[src/rtl/addsub_limb_seq_if.sv]
// Bundles the request, adder and result signals of the multi-limb add/sub sequencer.
// ADDSUB_LIMB_SEQ_OVF_EN adds the res_ovf_o overflow flag.
interface addsub_limb_seq_if #(
  parameter int DATA_WIDTH = 32,
  parameter int MAX_LIMBS  = 4,
  parameter int CNT_W      = $clog2(MAX_LIMBS + 1)
);
  logic                            req_valid_i;
  logic                            req_ready_o;
  logic                            req_sub_i;
  logic [CNT_W-1:0]                req_limbs_i;
  logic [MAX_LIMBS*DATA_WIDTH-1:0] req_a_i;
  logic [MAX_LIMBS*DATA_WIDTH-1:0] req_b_i;
  logic                            add_en_o;
  logic [DATA_WIDTH-1:0]           add_a_o;
  logic [DATA_WIDTH-1:0]           add_b_o;
  logic                            add_ci_o;
  logic                            add_sub_o;
  logic [DATA_WIDTH-1:0]           add_sum_i;
  logic                            add_co_i;
  logic                            res_valid_o;
  logic                            res_ready_i;
  logic [MAX_LIMBS*DATA_WIDTH-1:0] res_data_o;
  logic                            res_co_o;
`ifdef ADDSUB_LIMB_SEQ_OVF_EN
  logic                            res_ovf_o;

  modport slave (
    input  req_valid_i, req_sub_i, req_limbs_i, req_a_i, req_b_i,
    input  add_sum_i, add_co_i, res_ready_i,
    output req_ready_o, add_en_o, add_a_o, add_b_o, add_ci_o, add_sub_o,
    output res_valid_o, res_data_o, res_co_o, res_ovf_o
  );
  modport master (
    output req_valid_i, req_sub_i, req_limbs_i, req_a_i, req_b_i,
    output add_sum_i, add_co_i, res_ready_i,
    input  req_ready_o, add_en_o, add_a_o, add_b_o, add_ci_o, add_sub_o,
    input  res_valid_o, res_data_o, res_co_o, res_ovf_o
  );
`else
  modport slave (
    input  req_valid_i, req_sub_i, req_limbs_i, req_a_i, req_b_i,
    input  add_sum_i, add_co_i, res_ready_i,
    output req_ready_o, add_en_o, add_a_o, add_b_o, add_ci_o, add_sub_o,
    output res_valid_o, res_data_o, res_co_o
  );
  modport master (
    output req_valid_i, req_sub_i, req_limbs_i, req_a_i, req_b_i,
    output add_sum_i, add_co_i, res_ready_i,
    input  req_ready_o, add_en_o, add_a_o, add_b_o, add_ci_o, add_sub_o,
    input  res_valid_o, res_data_o, res_co_o
  );
`endif
endinterface

[src/rtl/addsub_limb_seq.sv]
// Multi-limb add/sub sequencer: feeds a single-limb adder LSB limb first, chaining carry/borrow.
// Optional ADDSUB_LIMB_SEQ_OVF_EN adds a signed-overflow flag for the top active limb.
//
// state | meaning
// IDLE  | ready for a request, adder gated
// RUN   | one limb per cycle through the adder
// DONE  | result held until consumer accepts
module addsub_limb_seq #(
  parameter int DATA_WIDTH = 32,
  parameter int MAX_LIMBS  = 4,
  parameter int CNT_W      = $clog2(MAX_LIMBS + 1)
) (
  input logic           module_clk_i,
  input logic           module_rst_i,
  addsub_limb_seq_if.slave bus
);
  localparam int IDX_W = (MAX_LIMBS > 1) ? $clog2(MAX_LIMBS) : 1;

  typedef enum logic [1:0] {IDLE, RUN, DONE} state_e;

  state_e                state_q;
  logic [DATA_WIDTH-1:0] a_q   [MAX_LIMBS];
  logic [DATA_WIDTH-1:0] b_q   [MAX_LIMBS];
  logic [DATA_WIDTH-1:0] res_q [MAX_LIMBS];
  logic [IDX_W-1:0]      idx_q, last_q, last_d, idx_nx;
  logic [DATA_WIDTH-1:0] add_a_q, add_b_q;
  logic                  add_en_q, add_ci_q, add_sub_q;
  logic                  req_ready_q, res_valid_q, res_co_q;
`ifdef ADDSUB_LIMB_SEQ_OVF_EN
  logic                  ovf_q, ovf_d;
`endif

  // Zero behaves as one limb, anything beyond MAX_LIMBS as MAX_LIMBS.
  always_comb begin
    if (bus.req_limbs_i == '0)
      last_d = '0;
    else if (bus.req_limbs_i > CNT_W'(MAX_LIMBS))
      last_d = IDX_W'(MAX_LIMBS - 1);
    else
      last_d = IDX_W'(bus.req_limbs_i - 1'b1);
  end

  assign idx_nx = idx_q + 1'b1;

`ifdef ADDSUB_LIMB_SEQ_OVF_EN
  always_comb begin
    if (add_sub_q)
      ovf_d = (add_a_q[DATA_WIDTH-1] != add_b_q[DATA_WIDTH-1]) &&
              (bus.add_sum_i[DATA_WIDTH-1] != add_a_q[DATA_WIDTH-1]);
    else
      ovf_d = (add_a_q[DATA_WIDTH-1] == add_b_q[DATA_WIDTH-1]) &&
              (bus.add_sum_i[DATA_WIDTH-1] != add_a_q[DATA_WIDTH-1]);
  end
`endif

  always_ff @(posedge module_clk_i or posedge module_rst_i) begin
    if (module_rst_i) begin
      state_q     <= IDLE;
      idx_q       <= '0;
      last_q      <= '0;
      add_a_q     <= '0;
      add_b_q     <= '0;
      add_en_q    <= 1'b0;
      add_ci_q    <= 1'b0;
      add_sub_q   <= 1'b0;
      req_ready_q <= 1'b1;
      res_valid_q <= 1'b0;
      res_co_q    <= 1'b0;
`ifdef ADDSUB_LIMB_SEQ_OVF_EN
      ovf_q       <= 1'b0;
`endif
      for (int i = 0; i < MAX_LIMBS; i++) begin
        a_q[i]   <= '0;
        b_q[i]   <= '0;
        res_q[i] <= '0;
      end
    end else begin
      case (state_q)
        IDLE: begin
          if (bus.req_valid_i) begin
            for (int i = 0; i < MAX_LIMBS; i++) begin
              a_q[i]   <= bus.req_a_i[i*DATA_WIDTH +: DATA_WIDTH];
              b_q[i]   <= bus.req_b_i[i*DATA_WIDTH +: DATA_WIDTH];
              res_q[i] <= '0;
            end
            last_q      <= last_d;
            idx_q       <= '0;
            add_sub_q   <= bus.req_sub_i;
            add_en_q    <= 1'b1;
            add_a_q     <= bus.req_a_i[DATA_WIDTH-1:0];
            add_b_q     <= bus.req_b_i[DATA_WIDTH-1:0];
            add_ci_q    <= 1'b0;
            res_co_q    <= 1'b0;
`ifdef ADDSUB_LIMB_SEQ_OVF_EN
            ovf_q       <= 1'b0;
`endif
            req_ready_q <= 1'b0;
            state_q     <= RUN;
          end
        end
        RUN: begin
          res_q[idx_q] <= bus.add_sum_i;
          if (idx_q == last_q) begin
            res_co_q    <= bus.add_co_i;
`ifdef ADDSUB_LIMB_SEQ_OVF_EN
            ovf_q       <= ovf_d;
`endif
            add_en_q    <= 1'b0;
            add_a_q     <= '0;
            add_b_q     <= '0;
            add_ci_q    <= 1'b0;
            res_valid_q <= 1'b1;
            state_q     <= DONE;
          end else begin
            idx_q    <= idx_nx;
            add_a_q  <= a_q[idx_nx];
            add_b_q  <= b_q[idx_nx];
            add_ci_q <= bus.add_co_i;
          end
        end
        DONE: begin
          if (bus.res_ready_i) begin
            res_valid_q <= 1'b0;
            req_ready_q <= 1'b1;
            state_q     <= IDLE;
          end
        end
        default: state_q <= IDLE;
      endcase
    end
  end

  assign bus.req_ready_o = req_ready_q;
  assign bus.add_en_o    = add_en_q;
  assign bus.add_a_o     = add_a_q;
  assign bus.add_b_o     = add_b_q;
  assign bus.add_ci_o    = add_ci_q;
  assign bus.add_sub_o   = add_sub_q;
  assign bus.res_valid_o = res_valid_q;
  assign bus.res_co_o    = res_co_q;
`ifdef ADDSUB_LIMB_SEQ_OVF_EN
  assign bus.res_ovf_o   = ovf_q;
`endif

  for (genvar g = 0; g < MAX_LIMBS; g++) begin : g_res
    assign bus.res_data_o[g*DATA_WIDTH +: DATA_WIDTH] = res_q[g];
  end
endmodule
[src/flat_wrapper.sv]
// flat-port wrapper written by rule: the top's interface ports become plain ports
module addsub_limb_seq_flat 
#(
  parameter int DATA_WIDTH = 32,
  parameter int MAX_LIMBS  = 4,
  parameter int CNT_W      = $clog2(MAX_LIMBS + 1)
)
  (module_clk_i, module_rst_i, bus_req_valid_i, bus_req_sub_i, bus_req_limbs_i, bus_req_a_i, bus_req_b_i, bus_add_sum_i, bus_add_co_i, bus_res_ready_i, bus_req_ready_o, bus_add_en_o, bus_add_a_o, bus_add_b_o, bus_add_ci_o, bus_add_sub_o, bus_res_valid_o, bus_res_data_o, bus_res_co_o);
  addsub_limb_seq_if #(.DATA_WIDTH(DATA_WIDTH), .MAX_LIMBS(MAX_LIMBS), .CNT_W(CNT_W)) bus_i ();
  input logic module_clk_i;
  input logic module_rst_i;
  input wire logic [$bits(bus_i.req_valid_i)-1:0] bus_req_valid_i;
  input wire logic [$bits(bus_i.req_sub_i)-1:0] bus_req_sub_i;
  input wire logic [$bits(bus_i.req_limbs_i)-1:0] bus_req_limbs_i;
  input wire logic [$bits(bus_i.req_a_i)-1:0] bus_req_a_i;
  input wire logic [$bits(bus_i.req_b_i)-1:0] bus_req_b_i;
  input wire logic [$bits(bus_i.add_sum_i)-1:0] bus_add_sum_i;
  input wire logic [$bits(bus_i.add_co_i)-1:0] bus_add_co_i;
  input wire logic [$bits(bus_i.res_ready_i)-1:0] bus_res_ready_i;
  output wire logic [$bits(bus_i.req_ready_o)-1:0] bus_req_ready_o;
  output wire logic [$bits(bus_i.add_en_o)-1:0] bus_add_en_o;
  output wire logic [$bits(bus_i.add_a_o)-1:0] bus_add_a_o;
  output wire logic [$bits(bus_i.add_b_o)-1:0] bus_add_b_o;
  output wire logic [$bits(bus_i.add_ci_o)-1:0] bus_add_ci_o;
  output wire logic [$bits(bus_i.add_sub_o)-1:0] bus_add_sub_o;
  output wire logic [$bits(bus_i.res_valid_o)-1:0] bus_res_valid_o;
  output wire logic [$bits(bus_i.res_data_o)-1:0] bus_res_data_o;
  output wire logic [$bits(bus_i.res_co_o)-1:0] bus_res_co_o;
  assign bus_i.req_valid_i = bus_req_valid_i;
  assign bus_i.req_sub_i = bus_req_sub_i;
  assign bus_i.req_limbs_i = bus_req_limbs_i;
  assign bus_i.req_a_i = bus_req_a_i;
  assign bus_i.req_b_i = bus_req_b_i;
  assign bus_i.add_sum_i = bus_add_sum_i;
  assign bus_i.add_co_i = bus_add_co_i;
  assign bus_i.res_ready_i = bus_res_ready_i;
  assign bus_req_ready_o = bus_i.req_ready_o;
  assign bus_add_en_o = bus_i.add_en_o;
  assign bus_add_a_o = bus_i.add_a_o;
  assign bus_add_b_o = bus_i.add_b_o;
  assign bus_add_ci_o = bus_i.add_ci_o;
  assign bus_add_sub_o = bus_i.add_sub_o;
  assign bus_res_valid_o = bus_i.res_valid_o;
  assign bus_res_data_o = bus_i.res_data_o;
  assign bus_res_co_o = bus_i.res_co_o;
  addsub_limb_seq #(.DATA_WIDTH(DATA_WIDTH), .MAX_LIMBS(MAX_LIMBS), .CNT_W(CNT_W)) u_core (.module_clk_i(module_clk_i), .module_rst_i(module_rst_i), .bus(bus_i));
endmodule
[config.mk]
export PLATFORM = sky130hd
export DESIGN_NAME = addsub_limb_seq_flat
export DESIGN_NICKNAME = d
export VERILOG_FILES = /design/src/rtl/addsub_limb_seq_if.sv /design/src/rtl/addsub_limb_seq.sv /design/src/flat_wrapper.sv
export SDC_FILE = /design/constraint.sdc
export NUM_CORES = 1
export LEC_CHECK = 0
export BUFFER_PORTS_ARGS = -buffer_cell sky130_fd_sc_hd__buf_2
export CAP_MARGIN = 30
export CORE_AREA = 2 2 190 192
export DETAILED_ROUTE_END_ITERATION = 8
export DIE_AREA = 0 0 192 194
export GPL_TIMING_DRIVEN = 0
export MAX_ROUTING_LAYER = met4
export PLACE_DENSITY = 0.87
export SYNTH_ARGS = -nofsm -noshare
export SYNTH_HDL_FRONTEND = slang
export SYNTH_SLANG_ARGS = --single-unit
[constraint.sdc]
create_clock -name module_clk_i -period 40.4 [get_ports module_clk_i]
set_input_delay 2.02 -clock module_clk_i [delete_from_list [all_inputs] [get_ports module_clk_i]]
set_output_delay 2.02 -clock module_clk_i [all_outputs]
set_load 0.05 [all_outputs]
=== Word level (Yosys, flattened, before mapping) ===
Index checks and enable logic that the tools add are counted.

* Register bits after elaboration: 460
* Bits in latches: 0
* Output and inout bits: 198
* Memories kept: 0
* Memory bits (read-only): 0
* Bits of input ports: 297
* Logic and storage cells: 90
* Bits in writable memories: 0

* Muxes and demuxes: 39
* Add/sub/neg operators: 2
* Eq/ne operators: 7
* Multiply operators: 0
* Shifts and indexed selects: 0
* Bitwise gates (word level): 2
* Div/mod/pow operators: 0
* $lt $le $gt $ge: 4
* Reductions and logical operators: 13

{| class="wikitable"
|+ Operators with widths
! kind !! count
|-
| $mux W32 || 9
|-
| $pmux W128 S2 || 1
|-
| $bmux W32 S2 || 2
|-
| $bwmux W128 || 1
|-
| $mux W128 || 1
|-
| $pmux W32 S2 || 2
|-
| $demux W32 S2 || 1
|-
| $reduce_and A3 Y1 || 5
|-
| $mux W2 || 7
|-
| $pmux W1 S2 || 5
|-
| $mux W1 || 8
|-
| $ge A3 B3 Y1 const B || 2
|-
| $ne A2 B2 Y1 const B || 3
|-
| $not A2 Y3 || 2
|-
| $pmux W2 S3 || 1
|-
| $reduce_bool A2 Y1 || 3
|-
| $pmux W2 S2 || 1
|-
| $reduce_and A2 Y1 || 2
|-
| $gt A3 B3 Y1 const B || 1
|-
| $logic_not A3 Y1 || 1
|-
| $lt A3 B1 Y1 const B || 1
|-
| $add A2 B1 Y2 const B || 1
|-
| $eq A2 B1 Y1 const B || 1
|-
| $eq A2 B2 Y1 || 1
|-
| other kinds (5) || 5
|}

=== Longest topological paths before layout ===
* Depth after elaboration: 7
* Depth in mapped cells: 10
* Depth with buffers taken out: 5

=== Worst setup path before layout ===
No wires, ideal clock.

* Path kind: input -> register
* From: input port bus_req_valid_i
* To: register u_core.add_a_q[0] (netlist: u_core.bus.add_a_o[0])
* Buffers on the path: 2
* Stages: 5
* Library setup time: 126 ps
* Required time: 40274 ps
* Data arrival time: 2887 ps
* Setup slack: 37387 ps
* Cells stage by stage: nor3b_2 buf_4 buf_4 and2_1 a221o_1

* Longest elaborated chain between the ends: 2

{| class="wikitable"
|+ Ends and longest elaborated chain
! what !! line !! source
|-
| start: declaration || flat_wrapper.sv:12 || <nowiki>input wire logic [$bits(bus_i.req_valid_i)-1:0] bus_req_valid_i;</nowiki>
|-
| $ne A2 B2 Y1 (no line) || - ||
|-
| $reduce_and A2 Y1 (no line) || - ||
|-
| end signal: assignment || addsub_limb_seq.sv:90 || <nowiki>add_a_q <= bus.req_a_i[DATA_WIDTH-1:0];</nowiki>
|-
| end signal: assignment || addsub_limb_seq.sv:116 || <nowiki>add_a_q <= a_q[idx_nx];</nowiki>
|-
| end: declaration || addsub_limb_seq.sv:26 || <nowiki>logic [DATA_WIDTH-1:0] add_a_q, add_b_q;</nowiki>
|}

Every way passes these cells.
A chain may end at the register's enable or synchronous reset.

=== Worst setup path in the final report ===
* From: register u_core.req_ready_q (netlist: u_core.bus.req_ready_o)
* To: output port bus_req_ready_o

{| class="wikitable"
|+ RTL lines
! what !! line !! source
|-
| start: declaration || addsub_limb_seq.sv:28 || <nowiki>logic req_ready_q, res_valid_q, res_co_q;</nowiki>
|-
| start signal: assignment || addsub_limb_seq.sv:66 || <nowiki>req_ready_q <= 1'b1;</nowiki>
|-
| start signal: assignment || addsub_limb_seq.sv:97 || <nowiki>req_ready_q <= 1'b0;</nowiki>
|-
| start signal: assignment || addsub_limb_seq.sv:124 || <nowiki>req_ready_q <= 1'b1;</nowiki>
|-
| end: declaration || flat_wrapper.sv:20 || <nowiki>output wire logic [$bits(bus_i.req_ready_o)-1:0] bus_req_ready_o;</nowiki>
|}

No word-level cell between the ends.

==> out/results.ini <==
[outcome]
outcome=complete, no violations

[critical_path]
critPathArrivalTime_ns=1.40
endpoint_kind=primary output
path_buf_inv=1
critical_path_class=register to primary output
max_stage_delay_ns=0.56
cp_top_family=flip-flops
start_kind=register
worstPathCellList=buf_2
crit_slowest_cell=dfstp_2
crit_fanout=3
cp.required_ns=38.38

[clocking]
cts.sinks=460
cts_hold_buffers=0
worstSkewPairLatency_ns=0.57
cts-root-buf=clkbuf_16
cts_tree=done
cts.htree.levels=2
path_clk_slew_ns=0.06
post_cts_resized=0
cts_buffers=47
clockBufferDepth=3
post_cts_buffers=0

[timing]
fin_tns_setup_ns=0
finalCritPeriodShare_pct=8.47
setup_viol=0
worst_slew_pin_slew_ns=0.723
rsz0062_at_grt=false
min_period_ns=3.42
worst_slack_ns=36.98
clock.fmax_mhz=292
drv_slew=0
hold_viol_final=0
maxSlewHeadroom_pct=51.8
clock_skew_ns=0.0176

[flow_run]
maxCapViolations=0

[synth]
synthesis.nets=1984
synth_area_um2=19100
async_flop_share_pct=100
synth_ff_type=dfrtp_1
synth_warnings=0
syn_area_per_cell_um2=11.4
synth_edf_count=0
seq_area_frac_synth_pct=60.2
ys_ff_latch=460
ys_types=46
syn_inst=1682

[place]
place_area_um2=22300
preCtsSetupSlack_ns=36.63
place_hpwl_um=45000
portBuffers=494
gp_congestion=0.954

[floorplan]
die_area_um2=37200
core_area_um2=35200
start_util_pct=54.3
pin_count=495
rows=69
die_w_um=192
dieHeight_um=194

[global_route]
grt_pass1_wl_um=96500
antenna_found_initial=13
grt_start_max_net_pins=134
grt.total_usage_pct=35.4
gr-total-overflow=0
grt_pass1_vias=16900

[final_layout]
layout-drive-gt1-share_pct=33.2
area_delta_synth_final_pct=25.4
fin_util_pct=68.1
layout.nets=2530
fin_area_um2=24000

[route]
vias=16100
first_iter_violations=1248
wl_per_cell_um=23.1
drtAntennaViolNets=0
wirelength_um=63300
via_per_inst=5.88
first_pass_iters=5
drc=0

[power]
p_leak_nw=13.0
ir_drop_mv=0.0943
power.total_mw=2.40
power.density_nw_per_um2=100

[hold_path]
min_path_type=register to register

==> synth_stat cells, types with 2 or more instances <==
library cell / n / area (µm²)
nor4_2: 2 / 25.0
and2_1: 45 / 282
and3b_1: 4 / 35.0
a221o_1: 46 / 460
buf_12: 3 / 60.1
o21ai_0: 3 / 15.0
o22ai_1: 2 / 12.5
nand2b_1: 2 / 12.5
nor3_1: 20 / 100
buf_4: 34 / 255
inv_1: 9 / 33.8
clkbuf_1: 25 / 93.8
nor2_1: 22 / 82.6
nor4_1: 15 / 93.8
mux4_2: 64 / 1440
nand2_1: 641 / 2410
nor2_2: 3 / 18.8
o31ai_1: 2 / 15.0
dfrtp_1: 459 / 11500
buf_6: 7 / 78.8
ha_1: 5 / 62.6
xor2_1: 2 / 17.5
a22o_1: 128 / 1120
a21o_1: 46 / 345
a21oi_1: 19 / 95.1
buf_2: 54 / 270
==> cells in the final DEF, fill, tap and decap left out, types with 4 or more instances in the layout <==
| master | n |
|---|---|
| buf_2 | 548 |
| bufinv_16 | 7 |
| a221o_1 | 46 |
| buf_4 | 34 |
| a21oi_1 | 19 |
| nand2_1 | 641 |
| inv_1 | 8 |
| and3b_1 | 4 |
| ha_1 | 5 |
| clkbuf_1 | 32 |
| nor2_1 | 22 |
| mux4_2 | 64 |
| clkbuf_16 | 49 |
| a22o_1 | 128 |
| a21o_1 | 46 |
| diode_2 | 15 |
| nor4_1 | 15 |
| clkinv_2 | 7 |
| buf_6 | 7 |
| nor3_1 | 20 |
| clkbuf_8 | 12 |
| and2_1 | 45 |
| dfrtp_1 | 459 |
==> report_power, final <==
part / total, mW / switching, mW / internal [mW]
clock: 0.475 / 0.186 / 0.288
combinational: 1.12 / 0.730 / 0.391
sequential: 0.806 / 0.133 / 0.674
total: 2.40 / 1.05 / 1.35
==> layer usage <==
layer	part of all wire (%)	track usage, %	vias up	wire, µm
met5	0	-	-	0
met4	5.9	20.2	0	3720
met3	8.6	7.38	259	5440
met2	48	55.9	979	30600
met1	37	42.3	8001	23500
li1	-	-	6885	-
==> registers in the layout, indices dropped and copies added (netlist names), 2 cells and up <==
register and count:
u_core.idx_q 2, u_core.state_q 2, u_core.bus.res_data_o 128, u_core.a_q 128
u_core.bus.add_b_o 32, u_core.bus.add_a_o 32, u_core.last_q 2, u_core.b_q 128
==> area by class of cell <==
class | instances | area [µm²]
Fill cell | 2519 | 11200
Clock inverter | 17 | 270
Inverter | 9 | 41.3
Antenna cell | 15 | 37.5
Buffer | 124 | 773
Clock buffer | 68 | 1420
Tap cell | 461 | 577
Timing Repair Buffer | 497 | 2550
Sequential cell | 460 | 11500
Multi-Input combinational cell | 1089 | 6800
==> worst paths after layout <==
kind	start	endpoint	slack, ns	depth (start not counted)
worst max register to register	u_core.idx_q[0]$_DFFE_PP0P_	u_core.bus.add_a_o[5]$_DFFE_PP0P_	37.49	10
worst max-delay path	u_core.bus.req_ready_o$_DFFE_PP1P_	bus_req_ready_o	36.98	1
worst min-delay path	u_core.a_q[56]$_DFFE_PP0P_	u_core.a_q[56]$_DFFE_PP0P_	0.47	2
min in group asynchronous	module_rst_i	u_core.bus.res_data_o[1]$_DFFE_PP0P_	1.51	2
worst min register to register	u_core.a_q[56]$_DFFE_PP0P_	u_core.a_q[56]$_DFFE_PP0P_	0.47	2
max in group asynchronous	module_rst_i	u_core.b_q[21]$_DFFE_PP0P_	37.27	4
==> stage by stage <==
stage | hold WS, ns | instances
after detailed placement | 0.457 | 2640
after global placement | 0.452 | 2637
after floorplan | 0.440 | 1682
final | 0.470 | 2740
after global routing | 0.489 | 2738
after CTS | 0.472 | 2725
==> cell families after synthesis <==
logic type | count (synthesis) | synth area share, %
simple gates | 761 | 16.3
fa+ha+maj | 6 | 0.380
mux | 65 | 7.59
xor+xnor | 4 | 0.223
buf+inv | 133 | 4.22
compound gates | 253 | 11.1
flops | 460 | 60.2
Power figures use the tool's default switching activity.
